--- src/rtl/mc_ctrl.sv ---
`default_nettype none
// ============================================================================
// Module      : mc_ctrl
// Description : Multi-cycle control FSM for a small RV32 subset core
//               (lw, sw, lui, add/sub/and/or/sll/srl/sra). Sequences
//               IDLE -> FETCH -> DECODE -> EXEC -> [MEM] -> [WB] -> IDLE and
//               drives Moore-style datapath enables from state and ir.
//               Undecodable instructions and pc >= pc_limit park the FSM
//               in HALT until rst.
// Ports       : clk, rst (sync, active-high)
//               run, step, step_mode     issue control
//               ins, pc, pc_limit        instruction word / PC / PC bound
//               ir                       latched instruction register
//               pc_we, rf_we, mem_we     datapath write enables
//               wd_sel, b_sel, imm_s     datapath muxing
//               alu_op                   ALU opcode
//               state, halted, illegal   status
//               retired                  completed-instruction counter
// Config      : define MC_CTRL_STEP_EN to enable single-step issue via
//               step/step_mode; otherwise both inputs are ignored.
// Revision    : 1.0 - initial release
// ============================================================================
module mc_ctrl (
    input  logic        clk,
    input  logic        rst,
    input  logic        run,
    input  logic        step,
    input  logic        step_mode,
    input  logic [31:0] ins,
    input  logic [31:0] pc,
    input  logic [31:0] pc_limit,
    output logic [31:0] ir,
    output logic        pc_we,
    output logic        rf_we,
    output logic        mem_we,
    output logic        wd_sel,
    output logic        b_sel,
    output logic        imm_s,
    output logic [4:0]  alu_op,
    output logic [2:0]  state,
    output logic        halted,
    output logic        illegal,
    output logic [31:0] retired
);

    localparam logic [2:0] c_IDLE   = 3'd0;
    localparam logic [2:0] c_FETCH  = 3'd1;
    localparam logic [2:0] c_DECODE = 3'd2;
    localparam logic [2:0] c_EXEC   = 3'd3;
    localparam logic [2:0] c_MEM    = 3'd4;
    localparam logic [2:0] c_WB     = 3'd5;
    localparam logic [2:0] c_HALT   = 3'd6;

    localparam logic [6:0] c_OP_LW  = 7'b0000011;
    localparam logic [6:0] c_OP_SW  = 7'b0100011;
    localparam logic [6:0] c_OP_LUI = 7'b0110111;
    localparam logic [6:0] c_OP_R   = 7'b0110011;

    logic [2:0]  r_state;
    logic [2:0]  w_next;
    logic [31:0] r_ir;
    logic [31:0] r_retired;
    logic        r_illegal;

    // ------------------------------------------------------------------
    // Decode of the latched instruction
    // ------------------------------------------------------------------
    logic       w_is_lw, w_is_sw, w_is_lui, w_is_r;
    logic       w_r_ok;
    logic [4:0] w_r_alu;
    logic       w_legal;
    logic [4:0] w_alu;

    assign w_is_lw  = (r_ir[6:0] == c_OP_LW);
    assign w_is_sw  = (r_ir[6:0] == c_OP_SW);
    assign w_is_lui = (r_ir[6:0] == c_OP_LUI);
    assign w_is_r   = (r_ir[6:0] == c_OP_R);

    // {funct7, funct3} selects the R-type operation; anything else is illegal.
    always_comb begin
        w_r_alu = 5'b00000;
        w_r_ok  = 1'b1;
        case ({r_ir[31:25], r_ir[14:12]})
            {7'h00, 3'b000}: w_r_alu = 5'b00000;
            {7'h20, 3'b000}: w_r_alu = 5'b00011;
            {7'h00, 3'b111}: w_r_alu = 5'b00001;
            {7'h00, 3'b110}: w_r_alu = 5'b00010;
            {7'h00, 3'b001}: w_r_alu = 5'b00100;
            {7'h00, 3'b101}: w_r_alu = 5'b00101;
            {7'h20, 3'b101}: w_r_alu = 5'b00110;
            default:         w_r_ok  = 1'b0;
        endcase
    end

    assign w_legal = w_is_lw | w_is_sw | w_is_lui | (w_is_r & w_r_ok);
    assign w_alu   = w_is_lui ? 5'b10011 : (w_is_r ? w_r_alu : 5'b00000);

    // ------------------------------------------------------------------
    // Issue gating
    // ------------------------------------------------------------------
    logic w_issue_ok;
    logic w_at_limit;
    logic w_fire;

    assign w_at_limit = (pc >= pc_limit);
    assign w_fire     = (r_state == c_IDLE) && !w_at_limit && run && w_issue_ok;

`ifdef MC_CTRL_STEP_EN
    logic r_step_pend;

    assign w_issue_ok = !step_mode || r_step_pend;

    // A pending step is consumed by the next issue; further pulses while
    // one is already pending are dropped.
    always_ff @(posedge clk) begin
        if (rst) begin
            r_step_pend <= 1'b0;
        end else if (w_fire) begin
            r_step_pend <= 1'b0;
        end else if (step) begin
            r_step_pend <= 1'b1;
        end
    end
`else
    logic w_unused_step;

    assign w_issue_ok    = 1'b1;
    assign w_unused_step = step & step_mode;
`endif

    // ------------------------------------------------------------------
    // Next-state logic
    // ------------------------------------------------------------------
    always_comb begin
        w_next = r_state;
        case (r_state)
            c_IDLE: begin
                if (w_at_limit) begin
                    w_next = c_HALT;
                end else if (w_fire) begin
                    w_next = c_FETCH;
                end
            end
            c_FETCH:  w_next = c_DECODE;
            c_DECODE: w_next = w_legal ? c_EXEC : c_HALT;
            c_EXEC:   w_next = (w_is_lw || w_is_sw) ? c_MEM : c_WB;
            c_MEM:    w_next = w_is_sw ? c_IDLE : c_WB;
            c_WB:     w_next = c_IDLE;
            c_HALT:   w_next = c_HALT;
            default:  w_next = c_HALT;
        endcase
    end

    // An instruction retires in WB, or in MEM for a store (no writeback).
    logic w_retire;
    assign w_retire = (r_state == c_WB) || ((r_state == c_MEM) && w_is_sw);

    always_ff @(posedge clk) begin
        if (rst) begin
            r_state   <= c_IDLE;
            r_ir      <= 32'd0;
            r_retired <= 32'd0;
            r_illegal <= 1'b0;
        end else begin
            r_state <= w_next;
            if (r_state == c_FETCH) begin
                r_ir <= ins;
            end
            if (w_retire) begin
                r_retired <= r_retired + 32'd1;
            end
            if ((r_state == c_DECODE) && !w_legal) begin
                r_illegal <= 1'b1;
            end
        end
    end

    // ------------------------------------------------------------------
    // Moore outputs; rst forces every control low in the cycle it is seen
    // so an instruction interrupted by reset never commits anything.
    // ------------------------------------------------------------------
    logic w_ctl_en;
    assign w_ctl_en = !rst && ((r_state == c_EXEC) || (r_state == c_MEM) ||
                               (r_state == c_WB));

    assign alu_op  = w_ctl_en ? w_alu : 5'b00000;
    assign b_sel   = w_ctl_en && (w_is_lw || w_is_sw || w_is_lui);
    assign imm_s   = w_ctl_en && w_is_sw;
    assign rf_we   = !rst && (r_state == c_WB);
    assign wd_sel  = !rst && (r_state == c_WB) && w_is_lw;
    assign mem_we  = !rst && (r_state == c_MEM) && w_is_sw;
    assign pc_we   = !rst && w_retire;
    assign halted  = !rst && (r_state == c_HALT);

    assign state   = r_state;
    assign ir      = r_ir;
    assign retired = r_retired;
    assign illegal = r_illegal;

endmodule
`default_nettype wire

--- config.mk ---
export PLATFORM = sky130hd
export DESIGN_NAME = mc_ctrl
export DESIGN_NICKNAME = d
export VERILOG_FILES = /design/src/rtl/mc_ctrl.sv
export SDC_FILE = /design/constraint.sdc
export NUM_CORES = 1
export LEC_CHECK = 0
export ABC_AREA = 0
export CAP_MARGIN = 30
export CELL_PAD_IN_SITES_DETAIL_PLACEMENT = 0
export CELL_PAD_IN_SITES_GLOBAL_PLACEMENT = 2
export CORE_UTILIZATION = 37
export DETAILED_ROUTE_END_ITERATION = 7
export DONT_BUFFER_PORTS = 1
export PLACE_DENSITY_LB_ADDON = 0.1
export SLEW_MARGIN = 10
export SYNTH_ARGS = -nofsm -noshare
export SYNTH_HDL_FRONTEND = slang
export SYNTH_SLANG_ARGS = --single-unit
--- constraint.sdc ---
create_clock -name clk -period 3.93 [get_ports clk]
set_input_delay 0.786 -clock clk [delete_from_list [all_inputs] [get_ports clk]]
set_output_delay 0.786 -clock clk [all_outputs]
set_load 0.05 [all_outputs]
==> impl_metrics.tcl, run 1 <==
set metrics [dict create \
    synth_top_area_frac 0.347 \
    pwr-share-clk 0.301 \
    worstSetupPathType "flip-flop to output port" \
    hold_violations 0 \
    rsz0062_at_grt "false" \
    cp-end-kind "output port" \
    ys_types 51 \
    insertion_delay_ns 0.34 \
    final_area_um2 4290 \
    post-cts-setup-buffers 0 \
    die_x_um 105 \
    synthTopCellsByArea "dfxtp_1 35%, ha_1 11%, nand2_1 8.5%, a21oi_1 6.4%, xnor2_1 4.9%" \
    wl_per_cell_um 15.0 \
    power_mw 1.70 \
    status "complete, no violations" \
    hold_path.class "input pin to flip-flop" \
    min_path_cells 1 \
    ff2ff_setup_slack_ns 1.28 \
    cts_resized 0 \
    fin_crit_sh 0.820 \
    worstRegToRegCells 6 \
    avgSynthCellArea_um2 7.87 \
    cp.arrival_ns 2.44 \
    tightestPinTransition_ns 0.821 \
    first_iter_violations 198 \
    drcViolationCount 0 \
    ys_warn_count 0 \
    ir_worst_vdd_uv 115 \
    cts_hold_buf 0 \
    power.leakage_nw 1.66 \
    diodes 0 \
    drv_slew 0 \
    coreArea_um2 10300 \
    rows 37 \
    switching_share 0.354 \
    finalSetupTns_ns 0 \
    maxCapViolations 0 \
    dp_hpwl_mm 7.11 \
    timing.fmax_ghz 0.310 \
    async_flop_share 0 \
    syn_to_final_growth_pct 9.58 \
    vias 3344 \
    grt_pass1_vias 3312 \
    postPlaceCellArea_um2 4120 \
    cts_max_path_buffers 2 \
    p_sw_uw 602 \
    hold_end "retired[22]" \
    layout.nets 634 \
    cpPeakStageDelay_ns 0.86 \
    cp_num_buf_inv 0 \
    yosysSeqAreaShare 0.347 \
    finClkSkew_ns 0.00499 \
    htree_num_levels 3 \
    synth_edf_count 0 \
    path_cells "nand3b_1 > nand2_1 > nand2_1 > nor4b_1 > and2_1" \
    seq_power_share 0.527 \
    cp_max_fo 12 \
    numCtsBuffers 9 \
    dr.pass1.iters 4 \
    multi_input_comb_area_um2 2300 \
    period_needed_ns 3.22 \
    synthCells 498 \
    crit_top_cell "nand2_1" \
    ios 181 \
    synth.net_count 632 \
    synthFlopType "dfxtp_1" \
    cts.clk_slew.worst_paths_ns 0.07 \
    power_density_nw_per_um2 396 \
    final-setup-viol-count 0 \
    critPathLaunchType "flip-flop" \
    grt_overflow 0 \
    cts_tree "done" \
    routed_wl_mm 9.63 \
    hp-start "rst" \
    combPwrFrac 0.171 \
    final_antenna_net_count 0 \
    ys_ff_latch 68 \
    portBuffers 0 \
    relSlewSlack 0.452 \
    syn_area_um2 3920 \
    worst_r2r_endpoint "retired[29]" \
    yosysTopAreaCell "dfxtp_1" \
    crit_required_ns 3.14 \
    routed_via_density 5.23 \
    seqCellArea_um2 1360 \
    grt_pass1_wl_mm 15.9 \
    antenna_found_initial 0 \
    die_height_um 105 \
    grt_max_degree 72 \
    clkSinkCount 68 \
    r2r-start "ir[0]" \
    crit_family "simple AND/OR/NAND/NOR gates" \
    p_int_mw 1.10 \
    die_area_um2 11000 \
    start_util 0.381 \
    cts_root_buf "clkbuf_8" \
    drive_gt1_frac 0.0952 \
    crit_slowest_cell "dfxtp_1" \
    fillCellCount 1089 \
    grt_use_total 0.179 \
    gp_congestion 0.716 \
]
## area by class of cell
class / instances / area share
inverters: 42 / 0.0367
clock inverters: 2 / 0.00233
well taps: 136 / 0.0396
multi-input cells: 364 / 0.536
clock buffers: 13 / 0.0370
flip-flops and latches: 68 / 0.317
repair buffers: 15 / 0.0309
## stage by stage
stage	hold WS (ns)	setup WS [ns]	cells	util
global placement	0.653	1.06	624	0.399
finish	0.513	0.706	640	0.418
floorplan	0.675	0.181	498	-
CTS	0.490	0.667	640	0.418
global route	0.488	0.572	640	0.418
detailed placement	0.660	1.05	625	0.401
## power by group through the flow
stage          Combinational (mW)  Clock [mW]  Sequential, mW
6_report                    0.291       0.512           0.896
3_3_place_gp                0.276           0           0.913
5_1_grt                     0.334       0.566           0.905
4_1_cts                     0.296       0.537           0.897
2_1_floorplan               0.218           0           0.915
3_5_place_dp                0.294           0           0.914
## layer usage
metal / up-vias / track usage / share of wire
met2: 130 / 0.296 / 0.45
met5: - / 0 / 0
met4: 0 / 0.0835 / 0.020
met1: 1506 / 0.204 / 0.43
met3: 14 / 0.0649 / 0.094
li1: 1694 / - / -
## state kept, by name, indices dropped and copies added, names as in the netlist
register / cells
ir: 32
retired: 32
state: 3
illegal: 1
## kinds of logic (layout without fill, tap and decap cells)
logic type                 after synthesis  after routing  synth area share
muxes                                    1              1           0.00287
AOI/OAI and AO/OA                       76             76             0.111
and+or+nand+nor                        223            223             0.295
DFF                                     68             68             0.347
adders and majority gates               33             33             0.105
other                                    1              1          0.000957
xor gates and xnor gates                30             30            0.0671
buffers and inverters                   66             72            0.0703
## how the worst max path moves through the flow
stage                  start         to  slack (ns)  cells after the start
floorplan           state[0]     wd_sel        0.18                      5
global placement    state[1]  alu_op[2]        1.06                      5
detailed placement  state[1]  alu_op[2]        1.05                      5
CTS                 state[1]  alu_op[2]        0.67                      5
global route        state[1]  alu_op[2]        0.57                      5
finish              state[1]  alu_op[2]        0.71                      5
## cells in the final DEF, fill, tap and decap left out, types with 4 or more instances in the layout
| cell type | synthesis | layout |
|---|---|---|
| dfxtp_1 | 68 | 68 |
| a21oi_1 | 50 | 50 |
| nand3_1 | 14 | 14 |
| o21ai_0 | 12 | 12 |
| and3_1 | 6 | 6 |
| and4_1 | 5 | 5 |
| buf_4 | 1 | 14 |
| ha_1 | 33 | 33 |
| nor2_1 | 44 | 44 |
| nor3_2 | 2 | 5 |
| or3_1 | 4 | 4 |
| clkbuf_8 | 0 | 11 |
| nand2_1 | 89 | 89 |
| nor4_1 | 10 | 10 |
| nand4_1 | 11 | 11 |
| xnor2_1 | 22 | 22 |
| nor3_1 | 13 | 10 |
| inv_1 | 42 | 42 |
| nand2b_1 | 4 | 4 |
| xor2_1 | 8 | 8 |
## cells in the mapped netlist, types with 2 or more instances
master	number
nand2_1	89
dfxtp_1	68
a21oi_1	50
nor2_1	44
inv_1	42
ha_1	33
xnor2_1	22
clkbuf_1	21
nand3_1	14
nor3_1	13
o21ai_0	12
nand4_1	11
nor4_1	10
xor2_1	8
and3_1	6
and4_1	5
nand2b_1	4
or3_1	4
a211oi_1	3
nor4_4	3
and2_1	2
nor3_2	2
nor4_2	2
nor4b_2	2
or2_2	2
## worst reg2reg max path, delay by kind of cell (launching register included)
kind / cells / cell delay (ns)
AOI/OAI and AO/OA: 1 / 0.13
xor gates and xnor gates: 1 / 0.17
DFF: 1 / 0.68
and+or+nand+nor: 4 / 1.57
Note: power is estimated with default switching activity, not from simulation.
==> inputs of run 2 (changes only) <==
- CORE_UTILIZATION: 37 -> 31
- clock period: 3.93 -> 2.9 ns (I/O delays scaled with it)
==> run 2 against run 1 <==
Effect of this change:
- cell count grew 11%
- count of clock-buffer cells in the layout down 1
- design area up 11%
- first-iteration DRC count down 7.6%
- via count is 3.3% higher
- setup slack worse by 0.42 ns
- clock power increased by 110%
- routed wire length grew 5.2%
- global-route usage decreased by 2.3 points
- clock skew is 0.00062 ns higher
- register-to-register slack got worse by 0.68 ns
==> impl_metrics.tcl, run 2 (synthesis results as in run 1) <==
set metrics [dict create \
    grt_pass1_wl_mm 16.2 \
    crit_start "state[2]" \
    wl_per_cell_um 14.2 \
    die_area_um2 13100 \
    rows 40 \
    grt_overflow 0 \
    cp_max_fo 10 \
    crit_family "simple AND/OR/NAND/NOR gates" \
    cts_resized 0 \
    fin_util 0.391 \
    portBuffers 0 \
    dpl_worst_slack_ns 0.396 \
    power_mw 2.73 \
    gp_congestion 0.711 \
    final_common_cell "nand2_1" \
    tightestPinTransition_ns 0.796 \
    setup_slack_ns 0.287 \
    power_density_nw_per_um2 574 \
    period_needed_ns 2.61 \
    syn_to_final_growth_pct 21.5 \
    relSlewSlack 0.468 \
    path_cells "nand2b_1 > nand2_1 > nand2_1 > nor4b_1 > and2_1 > buf_12" \
    die_height_um 114 \
    fillCellCount 1285 \
    clkSinkCount 68 \
    final_area_um2 4760 \
    first_iter_violations 183 \
    ios 181 \
    antenna_found_initial 0 \
    status "complete, no violations" \
    post-cts-setup-buffers 0 \
    critPathLaunchType "flip-flop" \
    power.leakage_nw 1.93 \
    ir_worst_vdd_uv 265 \
    routed_wl_mm 10.1 \
    diodes 0 \
    finClkSkew_ns 0.00562 \
    rsz0062_at_grt "false" \
    hp-start "rst" \
    cts_root_buf "clkbuf_16" \
    numCtsBuffers 9 \
    layout.nets 674 \
    crit_slowest_cell "dfxtp_1" \
    final_antenna_net_count 0 \
    cp_num_buf_inv 1 \
    cts.clk_slew.worst_paths_ns 0.06 \
    worstRegToRegCells 6 \
    insertion_delay_ns 0.32 \
    maxCapViolations 0 \
    grt_pass1_vias 3383 \
    hold_violations 0 \
    fin_crit_sh 0.901 \
    vias 3454 \
    grt_use_total 0.156 \
    worstSetupPathType "flip-flop to output port" \
    hold_path.class "input pin to flip-flop" \
    layout_common_cells "89 x nand2_1, 68 x dfxtp_1, 53 x buf_4, 50 x a21oi_1, 44 x nor2_1" \
    cts_hold_buf 0 \
    timing.fmax_ghz 0.383 \
    drv_slew 0 \
    min_path_cells 1 \
    grt_max_degree 72 \
    routed_via_density 4.84 \
    crit_top_cell "nand2_1" \
    start_util 0.322 \
    cts_tree "done" \
    r2r-start "ir[1]" \
    dr.pass1.iters 4 \
    multi_input_comb_area_um2 2300 \
    cp-end-kind "output port" \
    cp.depth 6 \
    cp.arrival_ns 2.03 \
    htree_num_levels 3 \
    postPlaceCellArea_um2 4460 \
    cts_max_path_buffers 2 \
    die_x_um 114 \
    crit_required_ns 2.32 \
    seqCellArea_um2 1360 \
    coreArea_um2 12200 \
    dp_hpwl_mm 7.58 \
    drcViolationCount 0 \
    cpPeakStageDelay_ns 0.51 \
    drive_gt1_frac 0.163 \
    final-setup-viol-count 0 \
]
[run 2: worst reg2reg max path, cell delays in order (launching register included)]
cell	delay, ns
dfxtp_1	0.38
and4bb_2	0.33
a31oi_4	0.14
or4_4	0.72
nor4_1	0.42
xnor2_1	0.16
nor2_1	0.05
[run 2: layout make-up]
| cell class | instances | area share |
|---|---|---|
| Clock buffer | 12 | 0.0518 |
| Clock inverter | 4 | 0.0103 |
| Inverter | 42 | 0.0331 |
| Multi-Input combinational cell | 364 | 0.484 |
| Sequential cell | 68 | 0.286 |
| Tap cell | 168 | 0.0442 |
| Timing Repair Buffer | 55 | 0.0910 |
[run 2: path summary, 6_finish.rpt]
check | end | slack (ns)
setup / recovery | alu_op[2] | 0.29
hold / removal | ir[24] | 0.33
setup reg to reg | retired[31] | 0.60
hold reg to reg | ir[1] | 0.50
[run 2: stage by stage]
stage	hold slack [ns]	TNS (ns)	instances
after floorplan	0.675	-0.247	498
after global placement	0.477	0	696
after detailed placement	0.483	0	697
after CTS	0.311	0	713
after global routing	0.307	0	713
final	0.330	0	713
[run 2: power breakdown]
group / internal, mW / switching (mW)
Combinational: 0.170 / 0.341
Sequential: 0.991 / 0.139
Clock: 0.688 / 0.404
Total: 1.85 / 0.883
[run 2: per-layer routing]
layer,global-route usage,vias up,share of wire
met5,0,-,0
met4,0.0649,0,0.015
met3,0.0439,10,0.074
met2,0.264,121,0.47
met1,0.185,1550,0.44
li1,-,1773,-
==> inputs of run 3 (changes only) <==
- CORE_ASPECT_RATIO: default -> 1.75
- CTS_CLUSTER_SIZE: default -> 25
==> run 3 against run 2 <==
Effect of this change:
- setup slack improved by 0.021 ns
- core utilization decreased by 0.46 points
- combinational power about the same
- clock power increased by 8%
- maximum frequency increased by 0.82%
- via count increased by 1.4%
- critical path type unchanged
==> impl_metrics.tcl, run 3 (synthesis results as in run 1) <==
set metrics [dict create \
    status "complete, no violations" \
    fin_crit_sh 0.894 \
    rsz0062_at_grt "false" \
    post-cts-setup-buffers 0 \
    cts_resized 0 \
    first_iter_violations 46 \
    crit_required_ns 2.32 \
    dp_cells 697 \
    tightestPinTransition_ns 0.813 \
    combPwrFrac 0.180 \
    grt_max_degree 72 \
    grt_use_met3 0.0532 \
    hold_violations 0 \
    final_common_cell "nand2_1" \
    cts_root_buf "clkbuf_16" \
    die_x_um 87.0 \
    dr.pass1.iters 4 \
    diodes 0 \
    layout_common_cells "89 x nand2_1, 68 x dfxtp_1, 53 x buf_4, 50 x a21oi_1, 44 x nor2_1" \
    fillCellCount 1326 \
    gp_congestion 0.728 \
    routed_wl_mm 10.5 \
    setup_slack_ns 0.309 \
    power.leakage_nw 1.93 \
    grt_pass1_wl_mm 16.3 \
    wl_per_cell_um 14.8 \
    drcViolationCount 0 \
    worstSetupPathType "flip-flop to output port" \
    cp_max_fo 12 \
    cts.clk_slew.worst_paths_ns 0.06 \
    cts_hold_buf 0 \
    drive_gt1_frac 0.165 \
    dp_hpwl_mm 8.08 \
    ios 181 \
    die_area_um2 13100 \
    layout.nets 674 \
    clkSinkCount 68 \
    syn_to_final_growth_pct 22.1 \
    antenna_found_initial 0 \
    layout.cells.non_filler 713 \
    grt_use_total 0.162 \
    grt-busiest-layer "met2" \
    critPathLaunchType "flip-flop" \
    cts_max_path_buffers 2 \
    die_height_um 151 \
    finClkSkew_ns 0.00751 \
    start_util 0.317 \
    dpl_worst_slack_ns 0.387 \
    cp-end-kind "output port" \
    finalSetupTns_ns 0 \
    grt_use_met2 0.288 \
    seq_power_share 0.403 \
    timing.fmax_ghz 0.386 \
    portBuffers 0 \
    vias 3502 \
    power_density_nw_per_um2 589 \
    rows 54 \
    grt_pass1_vias 3423 \
    relSlewSlack 0.453 \
    final_antenna_net_count 0 \
    routed_via_density 4.91 \
    htree_num_levels 3 \
    cts_tree "done" \
    p_int_mw 1.91 \
    insertion_delay_ns 0.33 \
    final-setup-viol-count 0 \
    maxCapViolations 0 \
    coreArea_um2 12400 \
    pwr-share-clk 0.417 \
    period_needed_ns 2.59 \
    switching_share 0.321 \
    p_sw_uw 904 \
    numCtsBuffers 9 \
    grt_overflow 0 \
    hold_path.class "input pin to flip-flop" \
    cp.arrival_ns 2.01 \
    ir_worst_vdd_uv 447 \
    grt_use_met1 0.172 \
    drv_slew 0 \
]
## run 3: layout make-up
class / instances / area (um^2) / area share
clock buffers: 10 / 229 / 0.0479
clock inverters: 6 / 88.8 / 0.0186
repair buffers: 55 / 433 / 0.0905
flip-flops and latches: 68 / 1360 / 0.285
inverters: 42 / 158 / 0.0330
multi-input cells: 364 / 2300 / 0.481
well taps: 168 / 210 / 0.0440
## run 3: worst max-delay path, cell delays in order (launching register included)
cell and delay [ns]:
dfxtp_1 0.53, nand2b_1 0.33, nand2_1 0.16, nand2_1 0.21, nor4b_1 0.07, and2_1 0.22
buf_12 0.15
## run 3: layer usage
metal  routed length, um  vias to the layer above
met4                 209                        0
met2                5560                      101
met1                4040                     1610
li1                    -                     1775
met3                 731                       16
met5                   0                        -
## run 3: final timing paths
| path | cells past startpoint | endpoint | start | slack, ns |
|---|---|---|---|---|
| setup / recovery | 6 | alu_op[2] | state[1] | 0.31 |
| hold / removal | 1 | ir[1] | rst | 0.31 |
| setup reg to reg | 6 | retired[26] | ir[3] | 0.62 |
| hold reg to reg | 2 | ir[0] | ir[0] | 0.47 |
## run 3: stage by stage
stage | hold WS (ns) | cell area [um^2] | power (mW) | util
2_1_floorplan | 0.675 | 3930 | 1.54 | -
3_3_place_gp | 0.468 | 4450 | 1.66 | 0.360
3_5_place_dp | 0.471 | 4460 | 1.67 | 0.361
4_1_cts | 0.302 | 4780 | 2.86 | 0.387
5_1_grt | 0.295 | 4780 | 2.97 | 0.387
6_report | 0.312 | 4780 | 2.82 | 0.387
## run 3: power groups by stage
stage                     logic (mW)  clock network, mW  registers (mW)
after floorplan                0.297                  0            1.24
after global placement         0.500                  0            1.16
after detailed placement       0.514                  0            1.16
after CTS                      0.515               1.21            1.14
after global routing           0.562               1.26            1.14
final                          0.507               1.18            1.14
